$ cat config.mk
export PLATFORM = sky130hd
export DESIGN_NAME = rand_sample_disp
export DESIGN_NICKNAME = d
export VERILOG_FILES = /design/src/rtl/rand_disp_pkg.sv /design/src/rtl/seg7_hex.sv /design/src/rtl/rand_sample_disp.sv
export SDC_FILE = /design/constraint.sdc
export NUM_CORES = 1
export LEC_CHECK = 0
export BUFFER_PORTS_ARGS = -buffer_cell sky130_fd_sc_hd__buf_2
export CAP_MARGIN = 30
export CORE_MARGIN = 2
export CORE_UTILIZATION = 30
export CTS_CLUSTER_SIZE = 20
export DETAILED_ROUTE_END_ITERATION = 10
export HOLD_SLACK_MARGIN = 0.03
export SETUP_SLACK_MARGIN = 0.1
export SLEW_MARGIN = 5
export SYNTH_ARGS = -nofsm -noshare
export SYNTH_HDL_FRONTEND = slang
export SYNTH_HIERARCHICAL = 1
export SYNTH_SLANG_ARGS = --single-unit
$ cat constraint.sdc
create_clock -name clk -period 2.7 [get_ports clk]
set_clock_uncertainty 0.2 [all_clocks]
set_input_delay 0.135 -clock clk [delete_from_list [all_inputs] [get_ports clk]]
set_output_delay 0.135 -clock clk [all_outputs]
set_load 0.05 [all_outputs]
$ cat src/rtl/rand_disp_pkg.sv
// Shared definitions for the random-sample display block.
//   - deb_state_e : key debounce FSM states
//   - SEG_BLANK   : all segments off (active-low)
//   - SEG_TABLE   : hex digit -> active-low 7-segment pattern, bit0=a .. bit6=g
package rand_disp_pkg;

    typedef enum logic [1:0] {
        REL   = 2'd0,  // key released, idle
        PWAIT = 2'd1,  // key seen low, qualifying the press
        PRS   = 2'd2,  // press accepted
        RWAIT = 2'd3   // key seen high, qualifying the release
    } deb_state_e;

    localparam logic [6:0] SEG_BLANK = 7'h7F;

    localparam logic [6:0] SEG_TABLE [16] = '{
        7'h40, 7'h79, 7'h24, 7'h30, 7'h19, 7'h12, 7'h02, 7'h78,
        7'h00, 7'h10, 7'h08, 7'h03, 7'h46, 7'h21, 7'h06, 7'h0E
    };

endpackage

$ cat src/rtl/seg7_hex.sv
// Combinational 4-bit hex digit to active-low 7-segment decoder.
// Ports:
//   nib : hex digit to display
//   seg : segment drive, active-low, bit0=a .. bit6=g
module seg7_hex
    import rand_disp_pkg::*;
(
    input  logic [3:0] nib,
    output logic [6:0] seg
);

    always_comb begin
        seg = SEG_TABLE[nib];
    end

endmodule

$ cat src/rtl/rand_sample_disp.sv
// Captures the LFSR value on each debounced key press and shows it in hex on two
// 7-segment digits; counts captures.
// Ports:
//   clk, rst_n  : clock, asynchronous active-low reset
//   key_n       : raw bouncy pushbutton, active-low, asynchronous
//   rand_num    : LFSR value, sampled at the capture edge
//   sample      : last captured value
//   sample_vld  : one-cycle pulse after each capture
//   smp_cnt     : capture count, wraps modulo 2**CNT_W
//   hex0, hex1  : low / high nibble of sample (blank until the first capture)
//   hex2        : capture-count digit
// Build option: SAMPLE_CNT_DISP_EN drives hex2 from smp_cnt[3:0]; otherwise hex2 is blank.
module rand_sample_disp
    import rand_disp_pkg::*;
#(
    parameter int unsigned DEB_CYCLES = 20,
    parameter int unsigned CNT_W      = 4
) (
    input  logic             clk,
    input  logic             rst_n,
    input  logic             key_n,
    input  logic [7:0]       rand_num,
    output logic [7:0]       sample,
    output logic             sample_vld,
    output logic [CNT_W-1:0] smp_cnt,
    output logic [6:0]       hex0,
    output logic [6:0]       hex1,
    output logic [6:0]       hex2
);

    localparam int unsigned DEB_W = (DEB_CYCLES > 2) ? $clog2(DEB_CYCLES) : 1;
    localparam logic [DEB_W-1:0] DEB_LAST = DEB_W'(DEB_CYCLES - 1);

    // Key synchroniser; resets to the released level.
    logic [1:0] sync_q;
    logic       key_s;

    always_ff @(posedge clk or negedge rst_n) begin
        if (!rst_n) begin
            sync_q <= 2'b11;
        end else begin
            sync_q <= {sync_q[0], key_n};
        end
    end

    assign key_s = sync_q[1];

    // Debounce FSM
    deb_state_e       state_q, state_d;
    logic [DEB_W-1:0] deb_cnt_q, deb_cnt_d;
    logic             capture;

    always_comb begin
        state_d   = state_q;
        deb_cnt_d = deb_cnt_q;
        capture   = 1'b0;
        unique case (state_q)
            REL: begin
                if (!key_s) state_d = PWAIT;
            end
            PWAIT: begin
                if (key_s) begin
                    state_d = REL;
                end else if (deb_cnt_q == DEB_LAST) begin
                    state_d = PRS;
                    capture = 1'b1;
                end else begin
                    deb_cnt_d = deb_cnt_q + 1'b1;
                end
            end
            PRS: begin
                if (key_s) state_d = RWAIT;
            end
            RWAIT: begin
                if (!key_s) begin
                    state_d = PRS;
                end else if (deb_cnt_q == DEB_LAST) begin
                    state_d = REL;
                end else begin
                    deb_cnt_d = deb_cnt_q + 1'b1;
                end
            end
            default: state_d = REL;
        endcase
        // Every qualification window starts from zero.
        if (state_d != state_q) deb_cnt_d = '0;
    end

    always_ff @(posedge clk or negedge rst_n) begin
        if (!rst_n) begin
            state_q   <= REL;
            deb_cnt_q <= '0;
        end else begin
            state_q   <= state_d;
            deb_cnt_q <= deb_cnt_d;
        end
    end

    // Capture registers
    logic [7:0]       sample_q;
    logic             vld_q;
    logic [CNT_W-1:0] cnt_q;
    logic             shown_q;

    always_ff @(posedge clk or negedge rst_n) begin
        if (!rst_n) begin
            sample_q <= '0;
            vld_q    <= 1'b0;
            cnt_q    <= '0;
            shown_q  <= 1'b0;
        end else begin
            vld_q <= capture;
            if (capture) begin
                sample_q <= rand_num;
                cnt_q    <= cnt_q + 1'b1;
                shown_q  <= 1'b1;
            end
        end
    end

    assign sample     = sample_q;
    assign sample_vld = vld_q;
    assign smp_cnt    = cnt_q;

    // Sample display, registered one cycle behind the capture registers
    logic [6:0] seg_lo, seg_hi;
    logic [6:0] hex0_q, hex1_q;

    seg7_hex u_seg_lo (
        .nib (sample_q[3:0]),
        .seg (seg_lo)
    );

    seg7_hex u_seg_hi (
        .nib (sample_q[7:4]),
        .seg (seg_hi)
    );

    always_ff @(posedge clk or negedge rst_n) begin
        if (!rst_n) begin
            hex0_q <= SEG_BLANK;
            hex1_q <= SEG_BLANK;
        end else begin
            hex0_q <= shown_q ? seg_lo : SEG_BLANK;
            hex1_q <= shown_q ? seg_hi : SEG_BLANK;
        end
    end

    assign hex0 = hex0_q;
    assign hex1 = hex1_q;

`ifdef SAMPLE_CNT_DISP_EN
    // Count digit: low nibble of the counter, zero-extended for narrow counters.
    logic [3:0] cnt_nib;
    logic [6:0] seg_cnt;
    logic [6:0] hex2_q;

    assign cnt_nib = 4'(cnt_q);

    seg7_hex u_seg_cnt (
        .nib (cnt_nib),
        .seg (seg_cnt)
    );

    always_ff @(posedge clk or negedge rst_n) begin
        if (!rst_n) begin
            hex2_q <= SEG_TABLE[0];
        end else begin
            hex2_q <= seg_cnt;
        end
    end

    assign hex2 = hex2_q;
`else
    assign hex2 = SEG_BLANK;
`endif

endmodule

* After elaboration in Yosys (flattened, before gate mapping)
Memories as Yosys holds them, arrays and structs flattened.
Cells that the tools add are included.
** Word-level totals
- Register bits after elaboration :: 37
- Memory bits (read-only) :: 224
- Output and inout port bits :: 34
- Logic and storage cells :: 48
- Memories :: 2
** Operators by class
- Add/subtract/negate cells :: 2
- $lt $le $gt $ge :: 2
- Equal/unequal tests :: 7
- Mux-type cells :: 21
- Bitwise operators :: 2
- Reductions and logical operators :: 3
** Memory list
- (no name shown) :: words 16, bits a word 7, rd ports 1, clocked after memory_dff 0, write ports 0, line seg7_hex.sv:13 : seg = SEG_TABLE[nib];
- (no name shown) :: words 16, bits a word 7, rd ports 1, clocked after memory_dff 0, write ports 0, line seg7_hex.sv:13
** Operators with widths (count)
- 2-to-1 mux 7 bit :: 6
- 2-to-1 mux 5 bit :: 4
- 2-to-1 mux 2 bit :: 6
- >= comparator 5 bit, second input constant :: 2
- NOT 4 -> 5 bit :: 2
- case mux 5 bit (2 select lines) :: 1
- case mux 2 bit (4 select lines) :: 1
- != test 3 bit, second input constant :: 2
- adder 5 x 1 -> 5 bit, second input constant :: 1
- == test 5 bit, second input constant :: 1
- adder 4 x 1 -> 4 bit, second input constant :: 1
- == test 2 bit, second input constant :: 2
- 2-to-1 mux 1 bit :: 3
- AND reduction 3 bit :: 1
- nonzero test 3 bit :: 1
- == test 2 x 1 -> 1 bit, second input constant :: 1
- zero test 2 bit :: 1
- != test 2 bit :: 1

* Logic depth before layout (Yosys ltp)
- Depth in word-level cells :: 7
- Mapped depth :: 6
- Mapped depth without buffers :: 6

* By module
The synthesis kept the hierarchy.
** Modules (own cells, without submodules)
- rand_sample_disp :: times used 1, cells each 112, area each 1505.2 um^2, sequential area each 945.9 um^2
- seg7_hex :: times used 2, cells each 33, area each 269.0 um^2, sequential area each 0.0 um^2

* Worst setup path before layout
No wires, ideal clock.
- Path kind :: reg-to-reg
- Start :: register sample_q[0], in the netlist sample[0]
- End :: register hex0_q[3], in the netlist hex0[3]
- Library setup time :: 87 ps
- Data arrival time :: 1821 ps
- Path slack :: 591 ps
- Cell stages (with the launch flop) :: 6
- Buffers on the path :: 0
- Period minus slack after synthesis :: 2109 ps
- Cells stage by stage :: dfrtp_1 -> inv_1 -> ha_1 -> inv_1 -> mux4_2 -> nand2b_1
** On the way
- Longest elaborated chain between the ends :: 5
** Ends and longest elaborated chain
- from (decl) :: line rand_sample_disp.sv:100 : logic [7:0] sample_q;
- from (signal assigned) :: line rand_sample_disp.sv:114 : sample_q <= rand_num;
- NOT 4 -> 5 bit (implied by the code) :: line seg7_hex.sv:13
- memory (16 x 7 bit)
- 2-to-1 mux 7 bit (implied by the code) (2 in series) :: line seg7_hex.sv:13
- net seg_lo[3] :: line rand_sample_disp.sv:126 : logic [6:0] seg_lo, seg_hi;
- 2-to-1 mux 7 bit :: line rand_sample_disp.sv:144 : hex0_q <= shown_q ? seg_lo : SEG_BLANK;
- to (signal assigned) :: line rand_sample_disp.sv:144
- to (decl) :: line rand_sample_disp.sv:127 : logic [6:0] hex0_q, hex1_q;
The timed path passes the listed nets, and every way through them passes these cells. The select of a mux whose other input is x is not followed.
A chain may end at the register's enable or synchronous reset.

* Worst setup path after layout
- Start :: register state_q[0]
- End :: register sample_q[1], in the netlist sample[1]
** On the way
- Longest elaborated chain between the ends :: 2
** Ends and longest elaborated chain
- from (decl) :: line rand_sample_disp.sv:49 : deb_state_e state_q, state_d;
- from (signal assigned) :: line rand_sample_disp.sv:94 : state_q <= state_d;
- == test 2 x 1 -> 1 bit :: line rand_sample_disp.sv:57 : unique case (state_q)
- 2-to-1 mux 1 bit :: line rand_sample_disp.sv:57
No other way between the ends.

==> impl_metrics.sql <==
INSERT INTO impl_metrics (metric_group, metric, value, unit) VALUES
('outcome', 'status', 'completed', ''),
('power', 'vdd_ir_drop_max', '0.000272', 'V'),
('worst_setup_path', 'crit_path_max_incr_delay', '640', 'ps'),
('worst_hold_path', 'hold_path_class', 'flop to flop', ''),
('layout', 'ant_diodes', '0', ''),
('layout', 'final_common_cell', 'sky130_fd_sc_hd__buf_2', ''),
('placed_design', 'place_hpwl', '2690', 'um'),
('timing', 'min_period_over_period', '78.7', '%'),
('worst_setup_path', 'crit_path_max_fanout', '14', ''),
('timing', 'postLayoutSetupSlackWorst', '575', 'ps'),
('timing', 'rsz0062_at_grt', 'no', ''),
('detailed_routing', 'drtAntennaViolNets', '0', ''),
('detailed_routing', 'post_drt_wl_per_cell', '12.6', 'um'),
('worst_setup_path', 'crit_type', 'flop to flop', ''),
('job', 'drv.max_cap_violation_count', '0', ''),
('floorplan', 'initial_core_util', '30.6', '%'),
('synth', 'synthesis.instances', '178', ''),
('synth', 'synth_async_sr_flop_share', '100', '%'),
('layout', 'post-route-cell-area', '2430', 'um2'),
('global_routing', 'grt_use_met1', '13.8', '%'),
('synth', 'synth_ff_type', 'sky130_fd_sc_hd__dfrtp_1', ''),
('clock_tree', 'postCtsSetupBuffers', '0', ''),
('clock_tree', 'tritoncts', 'done', ''),
('synth', 'ys_warn_count', '6', ''),
('floorplan', 'chip_width', '86.5', 'um'),
('power', 'leakagePower', '1.08', 'nW'),
('synth', 'synth_edf_count', '0', ''),
('global_routing', 'grt_busiest_layer', 'met2', ''),
('placed_design', 'placement.setup.worst_slack', '574', 'ps'),
('global_routing', 'grt_pass1_wl', '6470', 'um'),
('floorplan', 'io_pins', '45', ''),
('placed_design', 'placement.io_buffers', '37', ''),
('detailed_routing', 'drt-total-wl', '3860', 'um'),
('timing', 'slew-limit-headroom', '45.9', '%'),
('global_routing', 'gr-usage-met2', '18.1', '%'),
('detailed_routing', 'drt_iter0_markers', '40', ''),
('timing', 'final-hold-violation-count', '0', ''),
('clock_tree', 'clk_pin_slew_worst_paths', '70', 'ps'),
('clock_tree', 'clock-root-buffer', 'sky130_fd_sc_hd__clkbuf_8', ''),
('layout', 'numnets_final', '252', ''),
('layout', 'post_route_cells_drive_above_1_share', '34.1', '%'),
('power', 'report.power.total', '1.01', 'mW'),
('worst_setup_path', 'cp.required', '2670', 'ps'),
('worst_setup_path', 'cp-end-kind', 'flop', ''),
('worst_setup_path', 'data_arrival_time_of_the_critical_path', '2100', 'ps'),
('worst_setup_path', 'crit_path_top_delay_cell', 'sky130_fd_sc_hd__and4_1', ''),
('floorplan', 'die_h', '86.5', 'um'),
('worst_setup_path', 'worst_setup_path_start_kind', 'flop', ''),
('clock_tree', 'cts_repair_resize_count', '0', ''),
('timing', 'setup_tns', '0', 'ps'),
('detailed_routing', 'post_drt_via_cell_ratio', '4.50', ''),
('floorplan', 'rows', '30', ''),
('floorplan', 'floorplan.die_area', '7490', 'um2'),
('timing', 'finalMaxSlewViolations', '0', ''),
('detailed_routing', 'drtPass1Iterations', '4', ''),
('timing', 'min_period', '2120', 'ps'),
('synth', 'synth.yosys.seq_area_share', '46.3', '%'),
('floorplan', 'area_inside_the_core_boundary', '6680', 'um2'),
('timing', 'max_freq', '0.471', 'GHz'),
('global_routing', 'via_count_of_the_first_global_routing_pass', '1356', ''),
('detailed_routing', 'num_vias', '1376', ''),
('timing', 'tightest_slew', '811', 'ps'),
('timing', 'finalSetupViolations', '0', ''),
('worst_setup_path', 'critical_path.cell_chain', 'nor4b_1, and4_1, mux2_2', ''),
('clock_tree', 'clk-insertion-delay-late', '290', 'ps'),
('synth', 'synth_register_bits', '37', ''),
('placed_design', 'postPlaceCellArea', '2240', 'um2'),
('clock_tree', 'cts-htree-levels', '2', ''),
('global_routing', 'groute.layer.met3.usage', '2.00', '%'),
('layout', 'top_library_cells_by_usage_in_the_layout_fill_and_taps_aside', '37 x sky130_fd_sc_hd__buf_2, 21 x sky130_fd_sc_hd__dfrtp_1, 19 x sky130_fd_sc_hd__nand2b_1', ''),
('global_routing', 'largest_net_degree_at_the_start_of_global_routing', '38', '');
-- final timing paths --
path / slack (ps) / cells after the start / start / end
worst max-delay path: 580 / 3 / state_q[0] / sample[1]
worst min-delay path: 180 / 0 / sync_q[0] / sync_q[1]
worst max register to register: 580 / 3 / state_q[0] / sample[1]
worst min register to register: 180 / 0 / sync_q[0] / sync_q[1]
max in group asynchronous: 1510 / 2 / rst_n / deb_cnt_q[1]
min in group asynchronous: 280 / 2 / rst_n / sample[6]
-- Yosys cell counts, types with 3 or more instances --
cell type / instances / area share, %
sky130_fd_sc_hd__a21oi_1: 4 / 0.98
sky130_fd_sc_hd__nand2_1: 11 / 2.0
sky130_fd_sc_hd__o21ai_0: 4 / 0.98
sky130_fd_sc_hd__buf_4: 7 / 2.6
sky130_fd_sc_hd__buf_6: 3 / 1.7
sky130_fd_sc_hd__mux2_2: 9 / 5.0
sky130_fd_sc_hd__nand2b_1: 19 / 5.8
sky130_fd_sc_hd__o22ai_1: 3 / 0.92
sky130_fd_sc_hd__clkbuf_1: 4 / 0.73
sky130_fd_sc_hd__dfstp_2: 16 / 21
sky130_fd_sc_hd__o21ai_1: 4 / 0.98
sky130_fd_sc_hd__ha_1: 16 / 9.8
sky130_fd_sc_hd__dfrtp_1: 21 / 26
sky130_fd_sc_hd__nor2_1: 11 / 2.0
sky130_fd_sc_hd__inv_1: 9 / 1.7
sky130_fd_sc_hd__xor2_1: 4 / 1.7
sky130_fd_sc_hd__mux2i_1: 12 / 5.9
-- area by class of cell --
type                    count  area [um2]  share of cell area, %
well taps                  80         100                   4.12
flip-flops and latches     37         946                   38.9
clock buffers               5        68.8                   2.83
multi-input cells         123         965                   39.7
clock inverters             3        17.5                  0.721
inverters                   9        33.8                   1.39
repair buffers             49         300                   12.4
-- cell families after synthesis --
group | after synthesis | share of synthesized area (%)
muxes | 23 | 13.0
xor gates and xnor gates | 7 | 3.37
and+or+nand+nor | 49 | 13.3
other | 1 | 0.184
AOI/OAI and AO/OA | 21 | 6.37
adders and majority gates | 16 | 9.80
DFF | 37 | 46.3
buffers and inverters | 24 | 7.59
-- per-layer routing --
layer  part of all wire, %  wire [um]
met5                     0          0
met3                   3.5        136
met2                    48       1870
met4                   1.8         68
met1                    46       1790
-- power breakdown --
group	switching, mW	internal (mW)	total [mW]
sequential	0.00635	0.561	0.567
clock	0.201	0.178	0.379
combinational	0.0411	0.0197	0.0609
-- stage by stage --
step / std cells / util (%)
CTS: 306 / 36.4
global route: 306 / 36.4
detailed placement: 288 / 33.6
global placement: 288 / 33.6
floorplan: 184 / -
finish: 306 / 36.4
-- critical path: cells and delay by family (launching register included) --
family	cells	cell delay (ps)
DFF	1	520
muxes	1	400
and+or+nand+nor	2	880
-- registers in the layout, indices dropped and copies added, names as in the netlist, 2 cells and up --
register / cells
smp_cnt: 4
state_q: 2
deb_cnt_q: 5
hex0: 7
sync_q: 2
sample: 8
hex1: 7
-- timing repair --
item                                    CTS  global route
hold endpoints to repair                 30             0
endpoints found under the setup margin    0             0
hold buffers                             10             0
(Power assumes the default switching activity.)
